==> src/rtl/pipelined_comparator.sv <==
// Pipelined WIDTH-bit magnitude comparator, CHUNK bits resolved per stage MSB-first, valid/ready on both sides.
// Optional saturating result counters are enabled with the CMP_STATS_EN macro.
module pipelined_comparator #(
    parameter int WIDTH = 16,
    parameter int CHUNK = 4,
    parameter int CNT_W = 16
) (
    input  logic             clk,
    input  logic             rst_n,
    input  logic             in_valid,
    output logic             in_ready,
    input  logic [WIDTH-1:0] A,
    input  logic [WIDTH-1:0] B,
    input  logic             is_signed,
    output logic             out_valid,
    input  logic             out_ready,
    output logic             equal,
    output logic             A_more_B,
    output logic             A_less_B
`ifdef CMP_STATS_EN
    ,
    input  logic             stats_clr,
    output logic [CNT_W-1:0] cnt_eq,
    output logic [CNT_W-1:0] cnt_gt,
    output logic [CNT_W-1:0] cnt_lt
`endif
);

    localparam int STAGES = WIDTH / CHUNK;

    if ((WIDTH % CHUNK) != 0 || WIDTH < 4 || CNT_W < 1) begin : g_param_check
        $error("pipelined_comparator: illegal WIDTH/CHUNK/CNT_W");
    end

    logic             advance_s;
    logic [WIDTH-1:0] cap_a_s;
    logic [WIDTH-1:0] cap_b_s;

    // Stage k holds the state after chunks 0..k-1 have been examined; the
    // operand registers are shifted so the next chunk is always on top.
    logic             stg_valid_r [STAGES];
    logic             stg_dec_r   [STAGES];
    logic             stg_gt_r    [STAGES];
    logic [WIDTH-1:0] stg_a_r     [STAGES];
    logic [WIDTH-1:0] stg_b_r     [STAGES];
    logic             nxt_dec_s   [STAGES];
    logic             nxt_gt_s    [STAGES];

    logic             out_valid_r;
    logic             equal_r;
    logic             more_r;
    logic             less_r;

    assign advance_s = !out_valid_r || out_ready;
    assign in_ready  = advance_s;

    // Offset-binary conversion makes a signed compare an unsigned one.
    assign cap_a_s = {A[WIDTH-1] ^ is_signed, A[WIDTH-2:0]};
    assign cap_b_s = {B[WIDTH-1] ^ is_signed, B[WIDTH-2:0]};

    // Per-stage chunk decision: first differing chunk fixes the result.
    always_comb begin
        for (int k = 0; k < STAGES; k++) begin
            nxt_dec_s[k] = 1'b0;
            nxt_gt_s[k]  = 1'b0;
            if (stg_dec_r[k]) begin
                nxt_dec_s[k] = 1'b1;
                nxt_gt_s[k]  = stg_gt_r[k];
            end else begin
                nxt_dec_s[k] = (stg_a_r[k][WIDTH-1 -: CHUNK] != stg_b_r[k][WIDTH-1 -: CHUNK]);
                nxt_gt_s[k]  = (stg_a_r[k][WIDTH-1 -: CHUNK] >  stg_b_r[k][WIDTH-1 -: CHUNK]);
            end
        end
    end

    // Pipeline registers and registered result flags; all shift together on advance.
    always_ff @(posedge clk or negedge rst_n) begin
        if (!rst_n) begin
            for (int k = 0; k < STAGES; k++) begin
                stg_valid_r[k] <= 1'b0;
                stg_dec_r[k]   <= 1'b0;
                stg_gt_r[k]    <= 1'b0;
                stg_a_r[k]     <= {WIDTH{1'b0}};
                stg_b_r[k]     <= {WIDTH{1'b0}};
            end
            out_valid_r <= 1'b0;
            equal_r     <= 1'b0;
            more_r      <= 1'b0;
            less_r      <= 1'b0;
        end else if (advance_s) begin
            stg_valid_r[0] <= in_valid;
            stg_dec_r[0]   <= 1'b0;
            stg_gt_r[0]    <= 1'b0;
            stg_a_r[0]     <= in_valid ? cap_a_s : {WIDTH{1'b0}};
            stg_b_r[0]     <= in_valid ? cap_b_s : {WIDTH{1'b0}};
            for (int k = 1; k < STAGES; k++) begin
                stg_valid_r[k] <= stg_valid_r[k-1];
                stg_dec_r[k]   <= nxt_dec_s[k-1];
                stg_gt_r[k]    <= nxt_gt_s[k-1];
                stg_a_r[k]     <= stg_a_r[k-1] << CHUNK;
                stg_b_r[k]     <= stg_b_r[k-1] << CHUNK;
            end
            out_valid_r <= stg_valid_r[STAGES-1];
            equal_r     <= stg_valid_r[STAGES-1] & !nxt_dec_s[STAGES-1];
            more_r      <= stg_valid_r[STAGES-1] &  nxt_dec_s[STAGES-1] &  nxt_gt_s[STAGES-1];
            less_r      <= stg_valid_r[STAGES-1] &  nxt_dec_s[STAGES-1] & !nxt_gt_s[STAGES-1];
        end else begin
            out_valid_r <= out_valid_r;
        end
    end

    assign out_valid = out_valid_r;
    assign equal     = equal_r;
    assign A_more_B  = more_r;
    assign A_less_B  = less_r;

`ifdef CMP_STATS_EN
    logic [CNT_W-1:0] cnt_eq_r;
    logic [CNT_W-1:0] cnt_gt_r;
    logic [CNT_W-1:0] cnt_lt_r;
    logic             xfer_s;

    function automatic logic [CNT_W-1:0] sat_inc(input logic [CNT_W-1:0] v);
        return (v == {CNT_W{1'b1}}) ? v : v + CNT_W'(1);
    endfunction

    assign xfer_s = out_valid_r && out_ready;

    // Saturating result counters; clear wins over a same-cycle increment.
    always_ff @(posedge clk or negedge rst_n) begin
        if (!rst_n) begin
            cnt_eq_r <= {CNT_W{1'b0}};
            cnt_gt_r <= {CNT_W{1'b0}};
            cnt_lt_r <= {CNT_W{1'b0}};
        end else if (stats_clr) begin
            cnt_eq_r <= {CNT_W{1'b0}};
            cnt_gt_r <= {CNT_W{1'b0}};
            cnt_lt_r <= {CNT_W{1'b0}};
        end else if (xfer_s) begin
            cnt_eq_r <= equal_r ? sat_inc(cnt_eq_r) : cnt_eq_r;
            cnt_gt_r <= more_r  ? sat_inc(cnt_gt_r) : cnt_gt_r;
            cnt_lt_r <= less_r  ? sat_inc(cnt_lt_r) : cnt_lt_r;
        end else begin
            cnt_eq_r <= cnt_eq_r;
        end
    end

    assign cnt_eq = cnt_eq_r;
    assign cnt_gt = cnt_gt_r;
    assign cnt_lt = cnt_lt_r;
`endif

endmodule
==> config.mk <==
export PLATFORM = sky130hd
export DESIGN_NAME = pipelined_comparator
export DESIGN_NICKNAME = d
export VERILOG_FILES = /design/src/rtl/pipelined_comparator.sv
export SDC_FILE = /design/constraint.sdc
export NUM_CORES = 1
export LEC_CHECK = 0
export BUFFER_PORTS_ARGS = -buffer_cell sky130_fd_sc_hd__buf_4
export CELL_PAD_IN_SITES_DETAIL_PLACEMENT = 0
export CELL_PAD_IN_SITES_GLOBAL_PLACEMENT = 1
export CORE_ASPECT_RATIO = 1.2
export CORE_MARGIN = 4
export CORE_UTILIZATION = 46
export DETAILED_ROUTE_END_ITERATION = 10
export PLACE_DENSITY_LB_ADDON = 0.1
export SETUP_SLACK_MARGIN = 0.5
export SLEW_MARGIN = 20
export SYNTH_ARGS = -nofsm -noshare
export SYNTH_HDL_FRONTEND = slang
export SYNTH_SLANG_ARGS = --single-unit
==> constraint.sdc <==
create_clock -name clk -period 4.25 [get_ports clk]
set_input_delay 0.2125 -clock clk [delete_from_list [all_inputs] [get_ports clk]]
set_output_delay 0.2125 -clock clk [all_outputs]
set_load 0.02 [all_outputs]
### Word level (Yosys, flattened, before mapping)

Index checks and enable logic that the tools add are counted.

* bits of input ports: 37
* output and inout bits: 5
* word-level logic and storage cells: 48
* bits in registers: 94

* equality and inequality tests: 4
* reduce and logical (&&, ||, !) cells: 4
* muxes and demuxes: 8
* bitwise gates (word level): 6
* magnitude comparators: 4

Operators by type and width (count)
* 2-to-1 mux 16 bit: 2
* > comparator 4 bit: 4
* != test 4 bit: 4
* 2-to-1 mux 1 bit: 6
* bitwise AND 1 bit: 4
* zero test 1 bit: 3
* XOR 1 bit: 2
* logical OR 1 bit: 1

### Longest topological paths before layout

Gate-level depths: netlist of run 1.

* depth after elaboration: 4
* gate-level depth with buffers: 7
* mapped depth without buffers: 6

### Worst setup path after synthesis of run 1

OpenSTA, ideal clock, no wires.

* path kind: reg-to-reg
* from: reg stg_a_r[45] (netlist bit)
* to: reg stg_gt_r[1] (netlist bit)
* setup time: 0.124 ns
* cell stages (with the launch flop): 6
* path buffers: 0
* arrival time: 1.293 ns
* clock period less this slack: 1.417 ns
* path slack: 2.833 ns
* required time: 4.126 ns
* cells stage by stage: dfrtp_1 > ha_1 > nor2b_1 > o211ai_1 > a2111oi_2 > a211o_1

* word-level cells in the longest chain between the ends: 2

RTL lines
* from (decl): line 44 `logic [WIDTH-1:0] stg_a_r [STAGES];`
* from (signal, indexed assignment): line 83 `stg_a_r[k] <= {WIDTH{1'b0}};`
* from (signal, indexed assignment): line 100 `stg_a_r[k] <= stg_a_r[k-1] << CHUNK;`
* > comparator 4 bit: line 71 `nxt_gt_s[k] = (stg_a_r[k][WIDTH-1 -: CHUNK] > stg_b_r[k][WIDTH-1 -: CHUNK]);`
* 2-to-1 mux 1 bit: line 66 `if (stg_dec_r[k]) begin`
* to (signal, indexed assignment): line 99 `stg_gt_r[k] <= nxt_gt_s[k-1];`
* to (decl): line 43 `logic stg_gt_r [STAGES];`

No other way between the ends.
A chain may end at the register's enable or synchronous reset.

### Worst setup path after layout of run 1

* from: reg out_valid_r (netlist: out_valid)
* to: out in_ready

* word-level cells in the longest chain between the ends: 2

RTL lines
* from (decl): line 49 `logic out_valid_r;`
* from (signal assigned): line 103 `out_valid_r <= stg_valid_r[STAGES-1];`
* from (signal assigned): line 108 `out_valid_r <= out_valid_r;`
* zero test 1 bit: line 54 `assign advance_s = !out_valid_r || out_ready;`
* logical OR 1 bit: line 54
* to (decl): line 11 `output logic in_ready,`

No other way between the ends.

==> summary.md, run 1 <==
| Metric | Value |
|---|---|
| Sw frac | 32.6% |
| Clock Pin Slew Worst Setup and Hold Paths | 0.09 ns |
| First-pass GRT wire length | between 10000 and 15000 um |
| Total GRT Usage | 14.6% |
| Synth area leaders | dfrtp_1 58%, nand2_1 18%, ha_1 5.0% |
| Die ar. | 10400 um^2 |
| Sequential area share after synthesis | 58.2% |
| Flop pwr share | 46.5% |
| Slowest-stage cell, CP | inv_4 |
| Logic pwr share | 27.8% |
| Cell variety after synth | 31 |
| Hold Vio Cnt, Final | 0 |
| Final net count | 517 |
| I/O pins | 42 |
| Vias in the first global route | 2741 |
| Dominant cell type by area after synthesis | dfrtp_1 |
| Initial antenna violation count | 0 |
| Crit start category | register |
| Most frequent cell after synthesis | nand2_1 |
| Die width | 93.6 um |
| RePlAce Congestion | 0.773 |
| Worst skew pair latency | 0.36 ns |
| Fin crit share | 49.1% |
| Initial Utilization | 47.2% |
| Syn_nets | 485 |
| Synth top area share | 58.2% |
| Fin cells | 586 |
| DPL Wire Length | around 4200 um |
| Via Count | roughly 2800 |
| Clock Skew | 0.00977 ns |
| Minimum clock period | 2.09 ns |
| P_int | approximately 1.9 mW |
| Largest stage delay, worst path | 0.68 ns |
| Crit Path Max Fanout | 108 |
| CTS H-tree depth | 3 |
| Drt wl/cell | around 12 um |
| HP Class | primary input to register |
| FFs w/ async S/R, synth | 100% |
| Maximum clock frequency | 0.479 GHz |
| Num CTS Buffers | 9 |
| Clock Tree Buf Depth | 2 |
| CP Data Required Time | approximately 4.0 ns |
| # hold bufs at CTS | 1 |
| Slew HR | between 30 and 40% |
| DR vias/cell | 4.81 |
| Post-synth top cells | 190 x nand2_1, 94 x dfrtp_1, 31 x nand3_1 |
| Slew Viols, Final | 0 |
| CTS tree | built |
| CP arrival | between 1.5 and 2 ns |
| Area Overhead vs Synth | 14.2% |
| Setup CP Type | register to primary output |
| Die Ht | approximately 110 um |
| Clk sink count | 94 |
| Synth warn | 0 |
| Mapped Cells | 432 |
| Antenna-violating nets left | 0 |
| Setup ws final | between 2 and 2.5 ns |
| Cell Area, Placed | 4350 um^2 |
| RSZ-0062 raised after global routing | no |
| Synthesized area | between 4000 and 5000 um^2 |
| Input/output buffers | 41 |
| Total gr overflow | 0 |
| Core Region | 8560 um^2 |
| Largest net degree at the start of global routing | 109 |
| Endpoints failing setup | 0 |
| Final core occ | 53.9% |
| Synth Register Bits | 94 |
| Iter 0 DRT Violations | ~140 |
| Max_cap viols | 0 |
| Post-synth EDFFs | 0 |
| Cell Rows | 37 |
| Cells after DPL | 569 |
| Dominant synthesized flop cell | dfrtp_1 |
| Post-route cell area | between 4000 and 5000 um^2 |
| NetSw | 0.921 mW |
| Synthesized area per cell | 9.36 um^2 |
| Leakage power | ~2.4 nW |
| # Post-CTS Setup Buffers | 0 |
| Drt total wl | 6880 um |
| Layout cells sized above 1 | 13.6% |
| Post-route DRC violation count | 0 |
| Worst slew pin tran | 0.982 ns |
| Power per Cell Area | 613 nW/um^2 |
| CTS root buf | clkbuf_8 |
| CP Cell Sequence | nor2b_4, inv_4, buf_4 |
| N_diodes | 0 |
| CTS resizes | 0 |
| Outcome | completed |
| First drt pass iteration count | 4 |
| Pre-CTS setup slack | 2.53 ns |
| Worst setup EP type | primary output |
| TNS Setup | 0 ns |
| Clock share of power | between 20% and 30% |
| Worst vdd ir | roughly 210 uV |
-- kinds of logic after synthesis --
| family | synth area share [%] |
|---|---|
| compound gates | 6.01 |
| xor+xnor | 0.434 |
| fa+ha+maj | 4.95 |
| buf+inv | 5.73 |
| flops | 58.2 |
| simple gates | 24.7 |
-- metrics by stage --
| step | hold slack [ns] | total power, mW |
|---|---|---|
| floorplan | -0.0831 | 1.95 |
| global placement | 0.286 | 2.10 |
| global route | 0.0581 | 3.06 |
| CTS | 0.0574 | 2.88 |
| finish | 0.0752 | 2.83 |
| detailed placement | 0.292 | 2.14 |
-- state kept, by name, summed over array words and instances (netlist names) --
name,count
stg_b_r,40
A_more_B,1
equal,1
stg_dec_r,3
stg_gt_r,3
stg_valid_r,4
stg_a_r,40
A_less_B,1
out_valid,1
-- per-layer routing --
layer | GRT usage (%) | vias up | routed length [um] | part of all wire (%)
met5 | 0 | - | 0 | 0
met4 | 5.49 | 0 | 111 | 1.6
met3 | 3.87 | 10 | 283 | 4.1
met2 | 23.4 | 45 | 3200 | 46
met1 | 19.0 | 1319 | 3290 | 48
li1 | - | 1446 | - | -
-- power by group through the flow --
stage	combinational [mW]	clock [mW]	sequential, mW
floorplan	0.639	0	1.31
global placement	0.777	0	1.33
detailed placement	0.801	0	1.33
CTS	0.808	0.751	1.32
global route	0.931	0.779	1.35
finish	0.787	0.726	1.31
-- cell usage in the layout, fill, tap and decap left out, types with 3 or more instances in the layout --
| cell type | instances |
|---|---|
| nand2_1 | 190 |
| dfrtp_1 | 94 |
| buf_4 | 43 |
| nand3_1 | 31 |
| inv_1 | 17 |
| o21ai_0 | 16 |
| ha_1 | 16 |
| clkbuf_8 | 11 |
| a21oi_1 | 6 |
| nor2_1 | 5 |
| nor2b_1 | 5 |
| and4_1 | 3 |
| o211ai_1 | 3 |
| bufinv_16 | 3 |
-- path summary, 6_finish.rpt --
check	from	end	slack, ns	cells past startpoint
max	out_valid$_DFFE_PN0P_	in_ready	2.16	3
min	A[8]	stg_a_r[56]$_DFFE_PN0P_	0.08	3
max reg2reg	out_valid$_DFFE_PN0P_	A_more_B$_DFFE_PN0P_	2.54	5
min reg2reg	stg_a_r[36]$_DFFE_PN0P_	stg_a_r[36]$_DFFE_PN0P_	0.47	2
max in group asynchronous	rst_n	stg_a_r[53]$_DFFE_PN0P_	2.83	3
min in group asynchronous	rst_n	stg_valid_r[2]$_DFFE_PN0P_	0.43	2
-- area by class of cell --
class,count,area (um^2)
flip-flops and latches,94,2350
inverters,18,70.1
multi-input cells,297,1460
clock buffers,11,151
well taps,117,146
fillers,808,3950
repair buffers,44,333
clock inverters,5,105
-- worst max-delay path, delay by kind of cell (launching register included) --
| family | cells | cell delay, ns |
|---|---|---|
| AND/OR/NAND/NOR | 1 | 0.14 |
| buffers and inverters | 2 | 0.96 |
| flip-flops | 1 | 0.38 |
Note: power is estimated with default switching activity, not from simulation.
==> run 2: changes to the inputs <==
--- a/config.mk
+++ b/config.mk
@@ -10,7 +10,7 @@
 export CELL_PAD_IN_SITES_GLOBAL_PLACEMENT = 1
 export CORE_ASPECT_RATIO = 1.2
 export CORE_MARGIN = 4
-export CORE_UTILIZATION = 46
+export CORE_UTILIZATION = 40
 export DETAILED_ROUTE_END_ITERATION = 10
 export PLACE_DENSITY_LB_ADDON = 0.1
 export SETUP_SLACK_MARGIN = 0.5
==> constraint.sdc (replaced) <==
create_clock -name clk -period 1.9 [get_ports clk]
set_input_delay 0.095 -clock clk [delete_from_list [all_inputs] [get_ports clk]]
set_output_delay 0.095 -clock clk [all_outputs]
set_load 0.02 [all_outputs]
==> summary.md, run 2 (synthesis gave the netlist of run 1 again) <==
| Metric | Value |
|---|---|
| Worst setup EP type | register |
| Die ar. | 11800 um^2 |
| Power per Cell Area | around 1400 nW/um^2 |
| CTS tree | built |
| Post-route cell area | 5280 um^2 |
| N_diodes | 0 |
| Initial Utilization | 41.6% |
| Max_cap viols | 0 |
| Fin crit share | between 70% and 80% |
| Initial antenna violation count | 0 |
| Biggest regs | stg_a_r (40), stg_b_r (40), stg_valid_r (4) |
| Crit Path Max Fanout | 2 |
| HP Class | primary input to register |
| RePlAce Congestion | around 0.77 |
| Slew Viols, Final | 0 |
| Storage cell area | 2350 um^2 |
| Hold Path Depth | 3 |
| RSZ-0062 raised after global routing | yes |
| CP arrival | 1.67 ns |
| Most common cell after layout, fill and taps aside | nand2_1 |
| Num CTS Buffers | 9 |
| Final net count | around 560 |
| Drt wl/cell | ~14 um |
| First drt pass iteration count | 4 |
| Drt total wl | between 8000 and 9000 um |
| Cell Rows | 39 |
| Total GRT Usage | 15.7% |
| Layout cells sized above 1 | 16.8% |
| Die width | roughly 100 um |
| Input/output buffers | between 40 and 50 |
| Leakage power | 2.73 nW |
| Die Ht | 118 um |
| Worst R2R Path Depth | 6 |
| Iter 0 DRT Violations | 119 |
| Buf/Inv on CP | 1 |
| Outcome | completed |
| Cell Area, Placed | 4420 um^2 |
| Post-route DRC violation count | 0 |
| Worst vdd ir | 535 uV |
| I/O pins | 42 |
| Clk sink count | 94 |
| DR vias/cell | 4.82 |
| First-pass GRT wire length | 14700 um |
| CP Data Required Time | about 2.1 ns |
| DPL Wire Length | between 5000 and 6000 um |
| CTS H-tree depth | 3 |
| Minimum clock period | ~1.5 ns |
| Fillcell total | ~920 |
| Maximum clock frequency | between 0.6 and 0.7 GHz |
| Setup ws final | 0.447 ns |
| Largest net degree at the start of global routing | 47 |
| Total gr overflow | 0 |
| Clock Pin Slew Worst Setup and Hold Paths | 0.06 ns |
| CTS root buf | clkbuf_16 |
| Setup CP Type | register to register |
| Slowest-stage cell, CP | dfrtp_1 |
| Final core occ | roughly 54% |
| Levels on crit path | 6 |
| Highest-count cells in the layout ignoring fill and taps | 190 x nand2_1, 94 x dfrtp_1, 48 x buf_4 |
| Multi-input gate area | 1510 um^2 |
| Antenna-violating nets left | 0 |
| Pre-CTS setup slack | 0.443 ns |
| TNS Setup | 0 ns |
| Vias in the first global route | between 2000 and 3000 |
| Hold Vio Cnt, Final | 0 |
| Worst skew pair latency | 0.34 ns |
| Clock Skew | between 0.004 and 0.005 ns |
| Core Region | 9710 um^2 |
| Largest stage delay, worst path | 0.33 ns |
| Worst path top cell family by delay | compound AO/OA/AOI/OAI gates |
| Worst slew pin tran | about 0.42 ns |
| Via Count | 3055 |
| Endpoints failing setup | 0 |
| Area Overhead vs Synth | 30.7% |
| Slew HR | between 70 and 80% |
| Power Total | 7.17 mW |
| Clock Tree Buf Depth | 2 |
| CP Cell Sequence | inv_1, ha_1, nor2b_1, o211ai_1, a2111oi_2, a211o_1 |
| Crit start category | register |
run 2: cell count changes in the layout (fill, tap and decap cells not counted), sizes merged:
cell	before	now
bufinv	3	1
clkbuf	11	13
clkinvlp	2	0
bufbuf	0	3
clkinv	0	3
buf	43	54
dlygate4sd3	1	28
run 2: area by class of cell:
| type | instances | area share (%) |
|---|---|---|
| repair buffers | 85 | 16.2 |
| clock buffers | 13 | 5.31 |
| repair inverters | 1 | 0.166 |
| well taps | 123 | 2.91 |
| multi-input cells | 297 | 28.6 |
| clock inverters | 3 | 0.758 |
| inverters | 18 | 1.52 |
| flip-flops and latches | 94 | 44.5 |
run 2: stage by stage:
stage                     hold slack [ns]  cells
final                             0.00561    634
after global placement             0.0697    578
after global routing               0.0186    634
after CTS                        0.000965    628
after floorplan                    -0.201    432
after detailed placement           0.0661    578
run 2: what timing repair did:
action / in CTS / in global routing
endpoints found under the hold margin: 55 / 0
gates resized for setup: 7 / 9
hold buffers: 28 / 0
cloned: 3 / 1
setup buffers: 3 / 5
endpoints found under the setup margin: 4 / 7
pin swaps: 7 / 5
run 2: path summary, 6_finish.rpt:
check / startpoint / end / slack (ns)
worst max-delay path: stg_b_r[45]$_DFFE_PN0P_ / stg_gt_r[1]$_DFFE_PN0P_ / 0.45
worst min-delay path: A[12] / stg_a_r[60]$_DFFE_PN0P_ / 0.006
worst max register to register: stg_b_r[45]$_DFFE_PN0P_ / stg_gt_r[1]$_DFFE_PN0P_ / 0.45
worst min register to register: stg_a_r[49]$_DFFE_PN0P_ / stg_a_r[49]$_DFFE_PN0P_ / 0.46
max in group asynchronous: rst_n / stg_valid_r[0]$_DFFE_PN0P_ / 1.03
min in group asynchronous: rst_n / stg_b_r[62]$_DFFE_PN0P_ / 0.24
run 2: power breakdown:
part	switching, mW	leakage [nW]	internal, mW
Clock	0.722	0.162	1.16
Sequential	0.337	1.21	2.63
Combinational	1.24	1.36	1.07
Total	2.30	2.73	4.86
run 2: tightest hold or removal path, cell delays in order:
cell and delay, ns:
buf_4 0.08, nand3_1 0.07, o21ai_0 0.07
run 2: layer usage:
metal | GRT usage [%] | vias to the layer above | routed length (um)
met5 | 0 | - | 0
met4 | 6.15 | 0 | 120
met3 | 3.14 | 8 | 273
met2 | 24.9 | 42 | 4200
met1 | 21.1 | 1466 | 4110
li1 | - | 1539 | -
